File: config.mk
export PLATFORM = sky130hd
export DESIGN_NAME = traffic_car_detect
export DESIGN_NICKNAME = d
export VERILOG_FILES = /design/src/rtl/traffic_pkg.sv /design/src/rtl/car_debounce.sv /design/src/rtl/traffic_car_detect.sv
export SDC_FILE = /design/constraint.sdc
export NUM_CORES = 1
export LEC_CHECK = 0
export ABC_CLOCK_PERIOD_IN_PS = 1550
export CORE_MARGIN = 5
export CORE_UTILIZATION = 52
export DETAILED_ROUTE_END_ITERATION = 10
export HOLD_SLACK_MARGIN = 0.1
export PLACE_DENSITY = 0.75
export SYNTH_ARGS = -nofsm -noshare
export SYNTH_HDL_FRONTEND = slang
export SYNTH_SLANG_ARGS = --single-unit
File: constraint.sdc
create_clock -name clock -period 1.55 [get_ports clock]
set_clock_uncertainty 0.2 [all_clocks]
set_input_delay 0.31 -clock clock [delete_from_list [all_inputs] [get_ports clock]]
set_output_delay 0.31 -clock clock [all_outputs]
set_load 0.01 [all_outputs]
File: src/rtl/traffic_pkg.sv
// Shared types and constants for the intersection sensor front end.
package traffic_pkg;

   // Per-approach request state.
   typedef enum logic [1:0] {
      StIdle  = 2'b00,
      StWait  = 2'b01,
      StServe = 2'b10
   } req_state_e;

   // Light state {EW, NS} the controller starts in: NS green.
   localparam logic [1:0] LiteReset = 2'b01;

   // Next request state. The approach's own green always wins over its sensor.
   function automatic req_state_e next_req_state(input req_state_e state,
                                                  input logic own,
                                                  input logic deb);
      req_state_e nxt;
      nxt = state;
      if (own) begin
         nxt = StServe;
      end else begin
         case (state)
            StIdle:  nxt = deb ? StWait : StIdle;
            // A seen car is never withdrawn while waiting.
            StWait:  nxt = StWait;
            StServe: nxt = deb ? StWait : StIdle;
            default: nxt = StIdle;
         endcase
      end
      return nxt;
   endfunction

endpackage

File: src/rtl/car_debounce.sv
// Two-flop synchroniser followed by a persistence-count debouncer for one loop sensor.
module car_debounce #(
   parameter int unsigned DEBOUNCE = 4
) (
   input  logic clock,
   input  logic reset_n,
   input  logic sensor,
   output logic deb
);

   localparam int unsigned CntW = (DEBOUNCE > 1) ? $clog2(DEBOUNCE) : 1;
   localparam logic [CntW-1:0] CntLast = CntW'(DEBOUNCE - 1);

   logic            sync1_q, sync2_q;
   logic            deb_q, deb_d;
   logic [CntW-1:0] cnt_q, cnt_d;

   // Bring the asynchronous loop input into the clock domain.
   always_ff @(posedge clock or negedge reset_n) begin
      if (!reset_n) begin
         sync1_q <= 1'b0;
         sync2_q <= 1'b0;
      end else begin
         sync1_q <= sensor;
         sync2_q <= sync1_q;
      end
   end

   // Accept a new level only after it has differed from deb for DEBOUNCE cycles in a row.
   always_comb begin
      deb_d = deb_q;
      cnt_d = cnt_q;
      if (sync2_q == deb_q) begin
         cnt_d = '0;
      end else if (cnt_q == CntLast) begin
         deb_d = sync2_q;
         cnt_d = '0;
      end else begin
         cnt_d = cnt_q + CntW'(1);
      end
   end

   // Debounce state register.
   always_ff @(posedge clock or negedge reset_n) begin
      if (!reset_n) begin
         deb_q <= 1'b0;
         cnt_q <= '0;
      end else begin
         deb_q <= deb_d;
         cnt_q <= cnt_d;
      end
   end

   assign deb = deb_q;

endmodule

File: src/rtl/traffic_car_detect.sv
// Sensor front end: debounced, latched EW/NS car requests gated by a minimum green time.
module traffic_car_detect
   import traffic_pkg::*;
#(
   parameter int unsigned DEBOUNCE  = 4,
   parameter int unsigned MIN_GREEN = 8
) (
   input  logic clock,
   input  logic reset_n,
   input  logic ew_sensor,
   input  logic ns_sensor,
   input  logic EWLite,
   input  logic NSLite,
   output logic EWCar,
   output logic NSCar,
   output logic lite_err
);

   localparam int unsigned GreenW = $clog2(MIN_GREEN + 1);
   localparam logic [GreenW-1:0] GreenMax = GreenW'(MIN_GREEN);

   logic              ew_deb, ns_deb;
   req_state_e        ew_state_q, ew_state_d;
   req_state_e        ns_state_q, ns_state_d;
   logic [1:0]        lite_now;
   logic [1:0]        prev_lite_q;
   logic [GreenW-1:0] green_q, green_d;
   logic              err_q, err_d;
   logic              min_met;

   car_debounce #(
      .DEBOUNCE (DEBOUNCE)
   ) u_ew_deb (
      .clock   (clock),
      .reset_n (reset_n),
      .sensor  (ew_sensor),
      .deb     (ew_deb)
   );

   car_debounce #(
      .DEBOUNCE (DEBOUNCE)
   ) u_ns_deb (
      .clock   (clock),
      .reset_n (reset_n),
      .sensor  (ns_sensor),
      .deb     (ns_deb)
   );

   assign lite_now = {EWLite, NSLite};

   // Request FSM next states, green timer and error flag next values.
   always_comb begin
      ew_state_d = next_req_state(ew_state_q, EWLite, ew_deb);
      ns_state_d = next_req_state(ns_state_q, NSLite, ns_deb);
      green_d    = green_q;
      if (lite_now != prev_lite_q) begin
         green_d = '0;
      end else if (green_q != GreenMax) begin
         green_d = green_q + GreenW'(1);
      end
      // Both green or both red is never legal from the controller.
      err_d = err_q | (EWLite == NSLite);
   end

   // Request, timer and error state.
   always_ff @(posedge clock or negedge reset_n) begin
      if (!reset_n) begin
         ew_state_q  <= StIdle;
         ns_state_q  <= StIdle;
         prev_lite_q <= LiteReset;
         green_q     <= '0;
         err_q       <= 1'b0;
      end else begin
         ew_state_q  <= ew_state_d;
         ns_state_q  <= ns_state_d;
         prev_lite_q <= lite_now;
         green_q     <= green_d;
         err_q       <= err_d;
      end
   end

   // Outputs come from registers only.
   always_comb begin
      min_met  = (green_q == GreenMax);
      EWCar    = (ew_state_q == StWait) & min_met;
      NSCar    = (ns_state_q == StWait) & min_met;
      lite_err = err_q;
   end

endmodule

### Yosys cells after proc, flatten, opt, wreduce, memory -nomap -nowiden

Index checks and enable logic that the tools add are counted.

| cells by class | value |
|---|---|
| add/sub/neg operators | 3 |
| equality and inequality tests | 12 |
| mux-type cells | 12 |
| bitwise operators | 5 |
| reductions and logical operators | 7 |

Operators with widths:

| kind | count |
|---|---|
| $mux 2 | 6 |
| $eq 2x2->1 const B | 4 |
| $mux 4 | 2 |
| $add 2x1->2 const B | 2 |
| $add 4x1->4 const B | 1 |
| $eq 2x1->1 const B | 2 |
| $eq 4x4->1 const B | 1 |
| $logic_not 2->1 | 2 |
| $ne 4x4->1 const B | 1 |
| $pmux 1 s2 | 2 |
| $reduce_and 2->1 | 2 |
| $reduce_or 2->1 | 2 |
| $eq 1x1->1 | 3 |
| $and 1x1->1 | 2 |
| $mux 1 | 2 |
| $ne 2x2->1 | 1 |
| $not 1->1 | 2 |
| $reduce_bool 2->1 | 1 |
| $or 1x1->1 | 1 |

| storage, ports and cells | value |
|---|---|
| register bits after elaboration | 21 |
| input bits | 6 |
| output and inout port bits | 3 |
| word-level logic and storage cells | 52 |

### Longest topological paths before layout

| depth | value |
|---|---|
| depth in word-level cells | 4 |
| gate-level depth with buffers | 5 |
| gate-level depth less buffers | 5 |

### Hierarchy

From an unflattened synthesis, not the netlist that was laid out.

| unflattened totals | value |
|---|---|
| cells, all modules | 59 |
| area total of the unflattened synthesis | 798.3 µm² |

By module, submodules not included:

| module | instances | cells each | area each (µm²) | seq. area each (µm²) |
|---|---|---|---|---|
| traffic_car_detect | 1 | 39 | 450.4 | 251.5 |
| car_debounce | 2 | 10 | 173.9 | 125.1 |

### Worst setup path before layout

No wires, ideal clock.

| timing | value |
|---|---|
| kind | reg-to-output |
| start | register green_q[0] |
| end | output port EWCar |
| data arrival time | 0.931 ns |
| required time | 1.040 ns |
| slack | 0.109 ns |
| stages on the path, launching flop included | 5 |
| buffers on the path | 0 |
| cell sequence | dfrtp_1 > inv_1 > ha_1 > nand3b_4 > nor2_1 |

| on the way | value |
|---|---|
| cells in the longest elaborated chain, start to end | 2 |

RTL lines:

| element | line | source |
|---|---|---|
| from (decl) | traffic_car_detect.sv:27 | `logic [GreenW-1:0] green_q, green_d;` |
| from (signal assigned) | traffic_car_detect.sv:77 | `green_q <= green_d;` |
| $eq 4x4->1 | traffic_car_detect.sv:84 | `min_met = (green_q == GreenMax);` |
| $and 1x1->1 | traffic_car_detect.sv:85 | `EWCar = (ew_state_q == StWait) & min_met;` |
| to (decl) | traffic_car_detect.sv:14 | `output logic EWCar,` |

Every way passes these cells.

### Worst setup path in the final report

| timing | value |
|---|---|
| start | register green_q[0] |
| end | output port NSCar |

| on the way | value |
|---|---|
| cells in the longest elaborated chain, start to end | 2 |

RTL lines:

| element | line | source |
|---|---|---|
| $eq 4x4->1 | traffic_car_detect.sv:84 |  |
| $and 1x1->1 | traffic_car_detect.sv:86 | `NSCar = (ns_state_q == StWait) & min_met;` |
| to (decl) | traffic_car_detect.sv:15 | `output logic NSCar,` |

Every way passes these cells.

==> run metrics <==
H-tree depth 1; worst r2r dst green_q[0]; RSZ-0062 raised after global routing yes; Longest Clk Path Bufs 2; CTS tree done; met3 wire length about 53 microns; RR Startpoint green_q[0]; Mapped Nets slightly below 70; crit path from green_q[0]; failing checks setup timing; Wirelength per Cell around 14 microns; total global routing overflow 0; area added between synthesis and finish 31.76%; CP Class reg -> out; hold crit path type reg -> reg; Final nets 93; violation count after the first detailed-route iteration 1; Clock Tree Root clkbuf_4; Post-synth ARST share 100.0%; mean post-synth cell area 13.49 sq um; Critical Path Sink NSCar; PD cells between 1000 and 1500 mW/mm^2; TritonCTS Buffers 3; sequential area share after synthesis a little over three fifths; WP buf/inv 2; gr usage total 13.69%; final hold vios 0; ranking of synthesized cells by area dfrtp_1, ha_1, xnor2_1; Peak Freq 572.0 MHz; DRC 0; Final Instance Area between 0.001 and 0.0015 sq mm; maxcap violations 0; Commonest cells post-synth dfrtp_1, nand2b_1, nor2_1; Clock Sinks 20; final setup margin -0.1984 ns; vias per inst between 5 and 6; Hold Slack between 0.15 and 0.2 ns; Crit path depth 5; Design Power about 1.4 mW; synth unique cells 20; met1 WL 603 microns; CP max stage cell dfrtp_1; Critical Path RT about 1.0 ns; vias in the first global route roughly 540; Initial Util between 50% and 60%; worst path arrival time roughly 1.2 ns; Routability Congestion between 0.7 and 0.8; uppermost routed layer met4; CP Max Fanout 4; status finished, violations left; FF-to-FF setup slack roughly 0.090 ns; Post-synth EDFFs 0; Final Critical Period between 1.5 and 2 ns; cell area after synthesis between 700 and 800 sq um; Die ar. roughly 0.0024 sq mm; Post-Synthesis Cells a little under 60; VDD IR max approximately 0.00067 V; R2R cell count 7; Core ar. ~0.0015 sq mm; Period Utilization, post-route 112.8%; final WL around 1400 microns; most frequent cell after synthesis dfrtp_1; Hold Crit Depth 0; ys flop type dfrtp_1; first-pass GRT wire length roughly 2500 microns; post-layout util just over 70%; routed vias a little under 500; layout cells sized above 1 32.93%; clock latency on the worst-skew pair between 0.3 and 0.4 ns; kind of cell adding the most delay to the critical path flip-flops; HPWL Detailed just under 1000 microns; Post-DRT Antenna Nets 0; count of final setup violators 2; # diodes 0; CP peak stage delay 0.40 ns; Yosys top cell area share 59.75%; largest net degree at the start of global routing 14; Slew Limit Fails 0; Reg clk slew, reported paths approximately 0.11 ns; FP Rows 14; Worst Max-Slew Pin Slew 0.1814 ns; placed cell areas 948.4 sq um; static leakage ~0.5 nW; Worst slew margin 87.87%; Die H approximately 50 microns; port bufs 8; CP Launch Type flop; Syn. warnings 0; most area-hungry cell type in the Yosys netlist dfrtp_1; Ports 9; Yosys reg bits 20; met2 wire length approximately 690 microns; CP endpoint kind output pin; critical-path cell list inv_2 > ha_4 > nand3b_4 > nor2_2 > buf_2; antenna violations before repair 0; Pre-Repair DR Iteration Count 3; chip width 49.12 microns
==> worst register-to-register path: stages (launching register included) <==
cell and delay, ns:
dfrtp_1 0.40, inv_2 0.07, ha_4 0.14, nand3b_4 0.10, buf_4 0.14, buf_4 0.13
xnor2_2 0.14, nor2_1 0.05
==> placed cells by master, fill, tap and decap left out, types with 2 or more instances in the layout <==
cell,count
inv_2,2
clkdlybuf4s50_1,5
nor2_1,3
a21oi_1,3
buf_2,2
nand2b_1,5
clkbuf_4,3
buf_4,10
xor2_1,3
ha_1,3
mux2_2,2
nand2_1,2
xnor2_1,3
nor2_2,2
dfrtp_1,19
==> metal layers <==
metal  track usage [%]  vias up
met5                 0        -
met3             3.058        5
met1             18.02      246
met4             8.072        0
met2             20.39        9
li1                  -      237
==> logic make-up (layout without fill, tap and decap cells) <==
family | Yosys count | after routing | synth area share [%]
buf+inv | 2 | 25 | 0.9437
simple gates | 20 | 20 | 16.04
compound gates | 3 | 3 | 1.886
flops | 20 | 20 | 63.05
mux | 3 | 3 | 4.088
fa+ha+maj | 4 | 4 | 6.290
xor+xnor | 7 | 7 | 7.705
==> how the worst min path moves through the flow <==
stage / startpoint / to / slack (ns)
6_report: u_ns_deb.sync1_q / u_ns_deb.sync2_q / 0.16
5_1_grt: u_ns_deb.sync1_q / u_ns_deb.sync2_q / 0.18
4_1_cts: u_ns_deb.sync1_q / u_ns_deb.sync2_q / 0.16
3_5_place_dp: u_ns_deb.sync1_q / u_ns_deb.sync2_q / 0.14
3_3_place_gp: u_ew_deb.sync1_q / u_ew_deb.sync2_q / 0.13
2_1_floorplan: reset_n / ew_state_q[0] / -0.19
==> through the flow <==
| step | setup WS (ns) | setup TNS (ns) | cells |
|---|---|---|---|
| 6_report | -0.1984 | -0.3837 | 98 |
| 5_1_grt | -0.2719 | -0.5398 | 98 |
| 4_1_cts | -0.2159 | -0.4193 | 97 |
| 3_5_place_dp | -0.3736 | -0.7327 | 90 |
| 3_3_place_gp | -0.3626 | -0.6782 | 90 |
| 2_1_floorplan | 0.1092 | 0 | 59 |
==> report_power, final <==
part / total [mW] / switching, mW / internal, mW
clock: 0.425 / 0.163 / 0.262
combinational: 0.258 / 0.108 / 0.150
sequential: 0.679 / 0.0578 / 0.621
total: 1.36 / 0.330 / 1.03
==> layout make-up <==
type	count	area, sq um
inverter	2	7.507
fill	108	422.9
sequential	20	501.7
timing repair buffer	19	155.1
multi-input combinational	37	311.5
clock buffer	3	22.52
tap	16	20.02
clock inverter	1	30.03
==> state kept, by name (all words and copies together), names as in the netlist <==
| register | cells |
|---|---|
| green_q | 4 |
| ew_state_q | 2 |
| ns_state_q | 2 |
| u_ew_deb.cnt_q | 2 |
| u_ns_deb.cnt_q | 2 |
| lite_err | 1 |
| prev_lite_q | 1 |
| u_ew_deb.deb | 1 |
| u_ew_deb.sync1_q | 1 |
| u_ew_deb.sync2_q | 1 |
| u_ns_deb.deb | 1 |
| u_ns_deb.sync1_q | 1 |
| u_ns_deb.sync2_q | 1 |
==> timing repair <==
action / CTS / global route
pin swaps: 1 / 1
endpoints found under the hold margin: 3 / 0
buffers inserted: 2 / 1
hold buffers: 1 / 0
setup endpoints to repair: 3 / 3
gates resized for setup: 14 / 3
Power figures use the tool's default switching activity.
